<file path="config.mk">
export PLATFORM = sky130hd
export DESIGN_NAME = io_input_port
export DESIGN_NICKNAME = d
export VERILOG_FILES = /design/src/rtl/io_input_port_pkg.sv /design/src/rtl/io_input_port_debounce_bit.sv /design/src/rtl/io_input_port.sv
export SDC_FILE = /design/constraint.sdc
export NUM_CORES = 1
export LEC_CHECK = 0
export CAP_MARGIN = 20
export CORE_UTILIZATION = 48
export DETAILED_ROUTE_END_ITERATION = 7
export PLACE_DENSITY = 0.67
export SYNTH_ARGS = -nofsm -noshare
export SYNTH_HDL_FRONTEND = slang
export SYNTH_HIERARCHICAL = 1
export SYNTH_SLANG_ARGS = --single-unit
</file>
<file path="constraint.sdc">
create_clock -name clk -period 2.43 [get_ports clk]
set_clock_uncertainty 0.15 [all_clocks]
set_input_delay 0.6075 -clock clk [delete_from_list [all_inputs] [get_ports clk]]
set_output_delay 0.6075 -clock clk [all_outputs]
set_load 0.05 [all_outputs]
</file>
<file path="src/rtl/io_input_port_pkg.sv">
// Shared constants and helpers for the memory-mapped input port:
// register word offsets inside the 16-byte window, the default window
// base, and the width of the per-bit debounce counter.
package io_pkg;

    // Word offsets (DataAdr[3:2]) of the four registers in the window.
    localparam logic [1:0] IO_SW_STATE  = 2'd0;  // byte offset 0x0
    localparam logic [1:0] IO_KEY_STATE = 2'd1;  // byte offset 0x4
    localparam logic [1:0] IO_KEY_EVENT = 2'd2;  // byte offset 0x8
    localparam logic [1:0] IO_IRQ_MASK  = 2'd3;  // byte offset 0xC

    // Default 16-byte-aligned base of the register window.
    localparam logic [31:0] IO_BASE_ADDR_DEFAULT = 32'hFFFF_0010;

    // Counter width able to hold DEBOUNCE_CYCLES-1; never narrower than 1 bit.
    function automatic int unsigned debounce_cnt_width(input int unsigned cycles);
        int unsigned w;
        w = $clog2(cycles);
        if (w < 32'd1) begin
            w = 32'd1;
        end else begin
            w = w;
        end
        return w;
    endfunction

endpackage

</file>
<file path="src/rtl/io_input_port_debounce_bit.sv">
// One input bit: two-flop synchroniser, consecutive-sample debounce counter
// and the accepted (stable) level. 'rise' pulses on the same edge that the
// stable level goes 0->1, so the caller can latch an event at that edge.
module debounce_bit
    import io_pkg::*;
#(
    parameter int unsigned DEBOUNCE_CYCLES = 500000
) (
    input  logic clk,
    input  logic rst_n,
    input  logic din,
    output logic stable,
    output logic rise
);

    localparam int unsigned   CW       = debounce_cnt_width(DEBOUNCE_CYCLES);
    localparam logic [CW-1:0] CNT_LAST = CW'(DEBOUNCE_CYCLES - 32'd1);
    localparam logic [CW-1:0] CNT_ZERO = {CW{1'b0}};
    localparam logic [CW-1:0] CNT_ONE  = CW'(1'b1);

    logic          sync1_r;
    logic          sync2_r;
    logic          stable_r;
    logic [CW-1:0] cnt_r;
    logic          mismatch_s;
    logic          accept_s;

    // Decide whether this edge accepts the synchronised level as the new stable value.
    always_comb begin
        mismatch_s = (sync2_r != stable_r);
        accept_s   = 1'b0;
        if (mismatch_s && (cnt_r == CNT_LAST)) begin
            accept_s = 1'b1;
        end else begin
            accept_s = 1'b0;
        end
    end

    // Synchronise the raw level and count consecutive samples that disagree with the stable value.
    always_ff @(posedge clk) begin
        if (!rst_n) begin
            sync1_r  <= 1'b0;
            sync2_r  <= 1'b0;
            stable_r <= 1'b0;
            cnt_r    <= CNT_ZERO;
        end else begin
            sync1_r <= din;
            sync2_r <= sync1_r;
            if (accept_s) begin
                stable_r <= sync2_r;
                cnt_r    <= CNT_ZERO;
            end else if (mismatch_s) begin
                cnt_r <= cnt_r + CNT_ONE;
            end else begin
                cnt_r <= CNT_ZERO;
            end
        end
    end

    assign stable = stable_r;
    assign rise   = accept_s & sync2_r;

endmodule

</file>
<file path="src/rtl/io_input_port.sv">
// Memory-mapped input peripheral: debounced switches and push-buttons,
// sticky write-1-to-clear press flags, an interrupt mask and a registered
// level interrupt. Reads are combinational from registered state so a
// single-cycle CPU load sees the value as of the last clock edge.
module io_input_port
    import io_pkg::*;
#(
    parameter int unsigned N_SW            = 10,
    parameter int unsigned N_KEY           = 4,
    parameter int unsigned DEBOUNCE_CYCLES = 500000,
    parameter logic [31:0] BASE_ADDR       = IO_BASE_ADDR_DEFAULT
) (
    input  logic             clk,
    input  logic             rst_n,
    input  logic [N_SW-1:0]  SW,
    input  logic [N_KEY-1:0] KEY_n,
    input  logic [31:0]      DataAdr,
    input  logic [31:0]      WriteData,
    input  logic             MemWrite,
    output logic [31:0]      ReadData,
    output logic             key_irq
);

    logic [N_SW-1:0]  sw_stable_s;
    logic [N_SW-1:0]  sw_rise_s;
    logic [N_KEY-1:0] key_stable_s;
    logic [N_KEY-1:0] key_rise_s;
    logic [N_KEY-1:0] key_event_r;
    logic [N_KEY-1:0] irq_mask_r;
    logic             key_irq_r;
    logic             in_window_s;
    logic [1:0]       offset_s;
    logic [N_KEY-1:0] w1c_s;
    logic             mask_we_s;
    logic [31:0]      read_s;
    logic             unused_s;

    // Switch debouncers; the rise pulse is not needed for switches.
    for (genvar i = 0; i < N_SW; i++) begin : g_sw
        debounce_bit #(.DEBOUNCE_CYCLES(DEBOUNCE_CYCLES)) u_db (
            .clk    (clk),
            .rst_n  (rst_n),
            .din    (SW[i]),
            .stable (sw_stable_s[i]),
            .rise   (sw_rise_s[i])
        );
    end

    // Key debouncers run on the inverted level so that reset state means "released".
    for (genvar i = 0; i < N_KEY; i++) begin : g_key
        debounce_bit #(.DEBOUNCE_CYCLES(DEBOUNCE_CYCLES)) u_db (
            .clk    (clk),
            .rst_n  (rst_n),
            .din    (~KEY_n[i]),
            .stable (key_stable_s[i]),
            .rise   (key_rise_s[i])
        );
    end

    assign unused_s = ^{DataAdr[1:0], WriteData[31:N_KEY], sw_rise_s};

    // Address decode and store strobes for the two writable registers.
    always_comb begin
        in_window_s = (DataAdr[31:4] == BASE_ADDR[31:4]);
        offset_s    = DataAdr[3:2];
        w1c_s       = {N_KEY{1'b0}};
        mask_we_s   = 1'b0;
        if (MemWrite && in_window_s) begin
            case (offset_s)
                IO_KEY_EVENT: w1c_s     = WriteData[N_KEY-1:0];
                IO_IRQ_MASK:  mask_we_s = 1'b1;
                default: begin
                    w1c_s     = {N_KEY{1'b0}};
                    mask_we_s = 1'b0;
                end
            endcase
        end else begin
            w1c_s     = {N_KEY{1'b0}};
            mask_we_s = 1'b0;
        end
    end

    // Sticky press flags (a new press beats a same-edge clear), mask register and interrupt.
    always_ff @(posedge clk) begin
        if (!rst_n) begin
            key_event_r <= {N_KEY{1'b0}};
            irq_mask_r  <= {N_KEY{1'b0}};
            key_irq_r   <= 1'b0;
        end else begin
            key_event_r <= (key_event_r & ~w1c_s) | key_rise_s;
            if (mask_we_s) begin
                irq_mask_r <= WriteData[N_KEY-1:0];
            end else begin
                irq_mask_r <= irq_mask_r;
            end
            key_irq_r <= |(key_event_r & irq_mask_r);
        end
    end

    // Read mux; anything outside the window or in unused bits reads as zero.
    always_comb begin
        read_s = 32'h0000_0000;
        if (in_window_s) begin
            case (offset_s)
                IO_SW_STATE:  read_s[N_SW-1:0]  = sw_stable_s;
                IO_KEY_STATE: read_s[N_KEY-1:0] = key_stable_s;
                IO_KEY_EVENT: read_s[N_KEY-1:0] = key_event_r;
                IO_IRQ_MASK:  read_s[N_KEY-1:0] = irq_mask_r;
                default:      read_s            = 32'h0000_0000;
            endcase
        end else begin
            read_s = 32'h0000_0000;
        end
    end

    assign ReadData = read_s;
    assign key_irq  = key_irq_r;

endmodule

</file>
==> impl_metrics.yaml, run 1 <==
critical_path:
  critical_path.endpoint_type: "primary output"
  critPathMaxStageDelay_ns: 0.28
  critical_path.max_fanout: 6
  critical_path.n_buffers_inverters: 3
  worst_r2r_path_depth: 5
  critical_path.top_delay_family: "simple AND/OR/NAND/NOR gates"
  timing.critical_path.from: "DataAdr[11]"
  cp.depth: 7
  timing.rr.end: "g_key[0].u_db/cnt_r[5]"
  r2r-start: "g_key[0].u_db/cnt_r[8]"
  worst-endpoint-required_ns: 1.67
  worst_setup_path_start_kind: "input port"
  worst-setup-path-type: "input port to primary output"
  cp_cell_sequence: "dlygate4sd2_1 > nor4_4 > nand4_4 > buf_4 > and2b_2 > and2_4 > buf_8"
  arrival_ns: 2.05
  timing.reg2reg.setup_slack_ns: 0.21
  critical_path.slowest_cell: "sky130_fd_sc_hd__and2b_2"
clocking:
  sinks_on_the_clock_net: 317
  cts_tree: "yes"
  clkTransAtPathRegs_ns: 0.05
  number_of_clock_buffers_inserted_by_tritoncts: 36
  holdBufCountCts: 0
  insertion_delay_ns: 0.51
  ctsLongestPathBuffers: 3
  cts.root.buffer_cell: "sky130_fd_sc_hd__clkbuf_16"
  cts_htree_levels: 2
hold_path:
  timing.hold.worst.start: "g_key[1].u_db/sync1_r"
  worst_hold_endpoint: "g_key[1].u_db/sync2_r"
  cell_depth_of_the_worst_hold_path: 1
  hold_path.class: "flip-flop to flip-flop"
floorplanning:
  die_area_um2: 32000
  io_pins: 114
  initial_utilization_pct: 48.9
  design.core.area_um2: 30700
  floorplan.die.height_um: 179
  die_width_um: 179
  rows: 64
placement:
  buffer_ports.inserted: 61
  dp_cells: 2076
  place.detailed.hpwl_um: 20500
  finalWeightedCongestion: 0.838
timing:
  report.final.hold_viol_count: 0
  drv_slew: 0
  timing.fmax_mhz: 356
  rsz0062_at_grt: "yes"
  final.hold.worst_slack_ns: 0.280
  setup_slack_ns: -0.376
  finalCritPeriodShare_pct: 115
  post-route-min-period_ns: 2.81
  final_setup_violation_count: 10
power:
  worst_ir_drop_vdd_mv: 0.451
  leakagePower_nw: 5.48
  power_per_cell_area_nw_per_um2: 615
layout:
  fillCellCount: 2773
  area_growth_pct: 17.0
  final_cells: 2163
  final_net_count: 1835
  final_layout_size_suffix_gt1_share_pct: 20.8
grt:
  global_route_wire_length_before_repair_um: 51100
  maximum_number_of_pins_on_one_net_before_global_route_repair: 41
  first_global_vias: 11200
  grt.busiest_layer: "met2"
  grt_antenna_before_repair: 3
  use_met1_pct: 24.2
  grtUsageMet3_pct: 3.82
  use_met2_pct: 32.1
  grt_usage_pct: 19.2
  grt_overflow: 0
outcome:
  status: "complete, but fails checks"
  failed_checks: "setup timing"
job:
  cap_viol_max_count: 0
detailed_routing:
  detailroute.via_count: 11700
  detail_route.wirelength_um: 29900
  avgRoutedWirePerCell_um: 13.8
  drt_iter0_markers: 504
  count_of_antenna_violating_nets_left_after_detailed_routing: 0
  detailed_route_vias_per_instance: 5.41
  drc_errors: 0
  drt_first_pass_iters: 5
yosys:
  syn_avg_cell_area_um2: 9.24
  synth_cells: 1624
  synthesis.yosys.warnings: 6
  synthesis.area_um2: 15000
-- report_power, final --
part           leakage [nW]  internal, mW  switching [mW]
Clock                 0.561          3.14            2.05
Sequential             2.56          5.23          0.0173
Combinational          2.36         0.139           0.213
Total                  5.48          8.51            2.28
-- routing by layer --
metal  wire length [um]  part of all wire, %
met5                 13                0.044
met4                871                  2.9
met3               1400                  4.7
met2              13700                   46
met1              13900                   46
-- stage by stage --
stage	setup WS [ns]	cell area [um2]	power, mW	TNS, ns	utilization [%]
after floorplan	-0.241	15200	5.58	-1.44	-
after detailed placement	-0.739	16300	5.71	-7.90	53.0
after global routing	-0.440	17500	11.2	-4.19	57.2
after global placement	-0.712	16300	5.71	-7.54	53.0
final	-0.376	17600	10.8	-3.52	57.2
after CTS	-0.415	17600	10.9	-4.31	57.4
-- layout by cell type, fill, tap and decap left out, types with 37 or more instances in the layout --
| cell type | n |
|---|---|
| sky130_fd_sc_hd__dfxtp_1 | 317 |
| sky130_fd_sc_hd__nor2_2 | 130 |
| sky130_fd_sc_hd__nand2_1 | 119 |
| sky130_fd_sc_hd__xnor2_1 | 113 |
| sky130_fd_sc_hd__nor2_1 | 99 |
| sky130_fd_sc_hd__nand3_1 | 72 |
| sky130_fd_sc_hd__nand4_1 | 71 |
| sky130_fd_sc_hd__a21oi_1 | 71 |
| sky130_fd_sc_hd__xor2_1 | 68 |
| sky130_fd_sc_hd__inv_1 | 64 |
| sky130_fd_sc_hd__o21ai_0 | 46 |
| sky130_fd_sc_hd__or4_1 | 43 |
| sky130_fd_sc_hd__nor4_1 | 43 |
| sky130_fd_sc_hd__or3_1 | 40 |
| sky130_fd_sc_hd__clkbuf_16 | 37 |
-- sequential cells by signal, indices dropped and copies added, names as in the netlist --
name                flops
g_sw.u_db/sync1_r      10
key_event_r             4
irq_mask_r              4
g_sw.u_db/stable       10
g_sw.u_db/cnt_r       190
key_irq                 1
g_key.u_db/sync2_r      4
g_sw.u_db/sync2_r      10
g_key.u_db/sync1_r      4
g_key.u_db/cnt_r       76
g_key.u_db/stable       4
-- area by class of cell --
class                           count  area (um2)  area share (%)
Multi-Input combinational cell   1210        8160            46.5
Sequential cell                   317        6350            36.2
Timing Repair Buffer              111        1170            6.69
Clock buffer                       57        1080            6.16
Tap cell                          396         495            2.82
Inverter                           64         240            1.37
Clock inverter                      6        55.1           0.314
Antenna cell                        2        5.00          0.0285
-- worst max-delay path by stage --
stage | end | slack (ns)
6_report | ReadData[0] | -0.38
5_1_grt | ReadData[0] | -0.44
4_1_cts | ReadData[4] | -0.42
3_5_place_dp | ReadData[4] | -0.74
3_3_place_gp | ReadData[4] | -0.71
2_1_floorplan | ReadData[4] | -0.24
-- timing repair --
action	CTS	global route
setup buffers	31	3
pin swaps	13	12
resized for setup	97	2
endpoints found under the setup margin	11	14
No activity file was read; power rests on OpenSTA's default activity.
==> run 2: changes to the inputs <==
--- a/config.mk
+++ b/config.mk
@@ -5,9 +5,11 @@
 export SDC_FILE = /design/constraint.sdc
 export NUM_CORES = 1
 export LEC_CHECK = 0
-export CAP_MARGIN = 20
+export CAP_MARGIN = 0
 export CORE_UTILIZATION = 48
 export DETAILED_ROUTE_END_ITERATION = 7
+export HOLD_SLACK_MARGIN = 0.06
+export MAX_ROUTING_LAYER = met4
 export PLACE_DENSITY = 0.67
 export SYNTH_ARGS = -nofsm -noshare
 export SYNTH_HDL_FRONTEND = slang
==> run 2 against run 1 <==
Largest cell class unchanged. Cell count about the same. First-iteration DRC count down 12%. Sequential cell count unchanged. Critical path depth did not move. Clock-buffer cell count did not move. The flow still finishes with violations (setup timing). Largest power group unchanged. Hold slack is essentially flat. Utilization barely moved. Power about the same. Fmax about the same. Setup slack improved by 0.00076 ns. Via count is 0.25% higher.
==> impl_metrics.yaml, run 2 (synthesized netlist as in run 1, its figures left out) <==
outcome:
  status: "complete, but fails checks"
  failed_checks: "setup timing"
critical_path:
  timing.rr.end: "g_key[0].u_db/cnt_r[5]"
  worst_setup_path_start_kind: "input port"
  worst-setup-path-type: "input port to primary output"
  timing.reg2reg.setup_slack_ns: 0.21
  worst-endpoint-required_ns: 1.67
  critical_path.endpoint_type: "primary output"
  r2r-start: "g_key[0].u_db/cnt_r[8]"
  critical_path.max_fanout: 6
  worst_r2r_path_depth: 5
  arrival_ns: 2.05
floorplanning:
  design.core.area_um2: 30700
  die_width_um: 179
  rows: 64
  floorplan.die.height_um: 179
  die_area_um2: 32000
  io_pins: 114
  initial_utilization_pct: 48.9
power:
  power_per_cell_area_nw_per_um2: 615
  switch_pwr_mw: 2.28
  pwr-share-comb_pct: 3.3
  cell_internal_pwr_mw: 8.51
  post-layout-total-power_mw: 10.8
  pwr-share-clk_pct: 48.2
  leakagePower_nw: 5.48
  proportion_of_power_drawn_by_flip_flops_and_latches_pct: 48.6
  worst_ir_drop_vdd_mv: 0.451
  power.share.switching_pct: 21.2
timing:
  setup_slack_ns: -0.375
  drv_slew: 0
  report.final.hold_viol_count: 0
  post-route-min-period_ns: 2.80
  rsz0062_at_grt: "yes"
  timing.fmax_mhz: 357
  final_setup_violation_count: 10
  finalCritPeriodShare_pct: 115
layout:
  largest_reg_flops: 190
  registers.top_by_ff_count: "g_sw.u_db/cnt_r"
  largest_registers: "g_sw.u_db/cnt_r: 190 flops, g_key.u_db/cnt_r: 76 flops"
  layout_commonest_cell: "sky130_fd_sc_hd__dfxtp_1"
  layout_common_cells: "sky130_fd_sc_hd__dfxtp_1 (317), sky130_fd_sc_hd__nor2_2 (130), sky130_fd_sc_hd__nand2_1 (119), sky130_fd_sc_hd__xnor2_1 (113), sky130_fd_sc_hd__nor2_1 (99)"
  final_layout_size_suffix_gt1_share_pct: 20.8
  final_cells: 2164
  final_net_count: 1835
  area_growth_pct: 17.0
clocking:
  ctsLongestPathBuffers: 3
  clkTransAtPathRegs_ns: 0.05
  number_of_clock_buffers_inserted_by_tritoncts: 36
  cts.root.buffer_cell: "sky130_fd_sc_hd__clkbuf_16"
  cts_htree_levels: 2
  sinks_on_the_clock_net: 317
  cts_tree: "yes"
  insertion_delay_ns: 0.51
hold_path:
  worst_hold_endpoint: "g_key[1].u_db/sync2_r"
  hold_path.class: "flip-flop to flip-flop"
  timing.hold.worst.start: "g_key[1].u_db/sync1_r"
  cell_depth_of_the_worst_hold_path: 1
grt:
  first_global_vias: 11200
  global_route_wire_length_before_repair_um: 51100
  grt_antenna_before_repair: 3
  grt_usage_pct: 19.8
  grt_overflow: 0
  maximum_number_of_pins_on_one_net_before_global_route_repair: 41
detailed_routing:
  detailed_route_vias_per_instance: 5.42
  drt_first_pass_iters: 5
  detail_route.wirelength_um: 29900
  avgRoutedWirePerCell_um: 13.8
  detailroute.via_count: 11700
  drt_iter0_markers: 444
  count_of_antenna_violating_nets_left_after_detailed_routing: 0
  drc_errors: 0
placement:
  buffer_ports.inserted: 61
  finalWeightedCongestion: 0.850
  place.detailed.hpwl_um: 20500
  dp_cells: 2076
job:
  cap_viol_max_count: 0
## run 2: changes by cell type in the layout (fill, tap and decap cells not counted), sizes merged
cell | previous run | this run
diode | 2 | 3
## run 2: critical path: stages
cell and delay [ns]:
sky130_fd_sc_hd__dlygate4sd2_1 0.26, sky130_fd_sc_hd__nor4_4 0.26, sky130_fd_sc_hd__nand4_4 0.14, sky130_fd_sc_hd__buf_4 0.16, sky130_fd_sc_hd__and2b_2 0.28, sky130_fd_sc_hd__and2_4 0.19
sky130_fd_sc_hd__buf_8 0.14
## run 2: what timing repair did
action                     CTS  global route
pin swaps                   13            12
setup buffers               31             3
setup endpoints to repair   11            14
hold buffers                 0             0
gates resized for setup     97             2
## run 2: layer usage
| layer | wire length [um] | global-route usage, % |
|---|---|---|
| met1 | 14000 | 24.3 |
| met2 | 13700 | 32.1 |
| met3 | 1340 | 3.80 |
| met4 | 871 | 7.34 |
| met5 | 0 | - |
## run 2: how the worst max path moves through the flow
stage / from / end / slack [ns] / cells past startpoint
2_1_floorplan: DataAdr[5] / ReadData[4] / -0.24 / 4
3_3_place_gp: DataAdr[13] / ReadData[4] / -0.71 / 6
3_5_place_dp: DataAdr[13] / ReadData[4] / -0.74 / 6
4_1_cts: DataAdr[15] / ReadData[4] / -0.42 / 6
5_1_grt: DataAdr[12] / ReadData[0] / -0.44 / 7
6_report: DataAdr[11] / ReadData[0] / -0.37 / 7
## run 2: per-stage QoR
stage          hold slack, ns  setup TNS (ns)  area [um2]  worst slack (ns)  utilization (%)
2_1_floorplan           0.262           -1.44       15200            -0.241                -
3_3_place_gp            0.265           -7.54       16300            -0.712             53.0
3_5_place_dp            0.267           -7.90       16300            -0.739             53.0
4_1_cts                 0.280           -4.31       17600            -0.415             57.4
5_1_grt                 0.299           -4.19       17600            -0.440             57.2
6_report                0.280           -3.48       17600            -0.375             57.2
## run 2: cell type report
type / instances / area, um2
Fill cell: 2774 / 13100
Antenna cell: 3 / 7.51
Clock buffer: 57 / 1080
Tap cell: 396 / 495
Sequential cell: 317 / 6350
Timing Repair Buffer: 111 / 1170
Multi-Input combinational cell: 1210 / 8160
Clock inverter: 6 / 55.1
Inverter: 64 / 240
## run 2: power by group through the flow
stage               sequential, mW  combinational (mW)  clock (mW)
floorplan                     5.35               0.226           0
global placement              5.36               0.351           0
detailed placement            5.36               0.355           0
CTS                           5.24               0.358        5.35
global route                  5.24               0.379        5.57
finish                        5.24               0.353        5.20
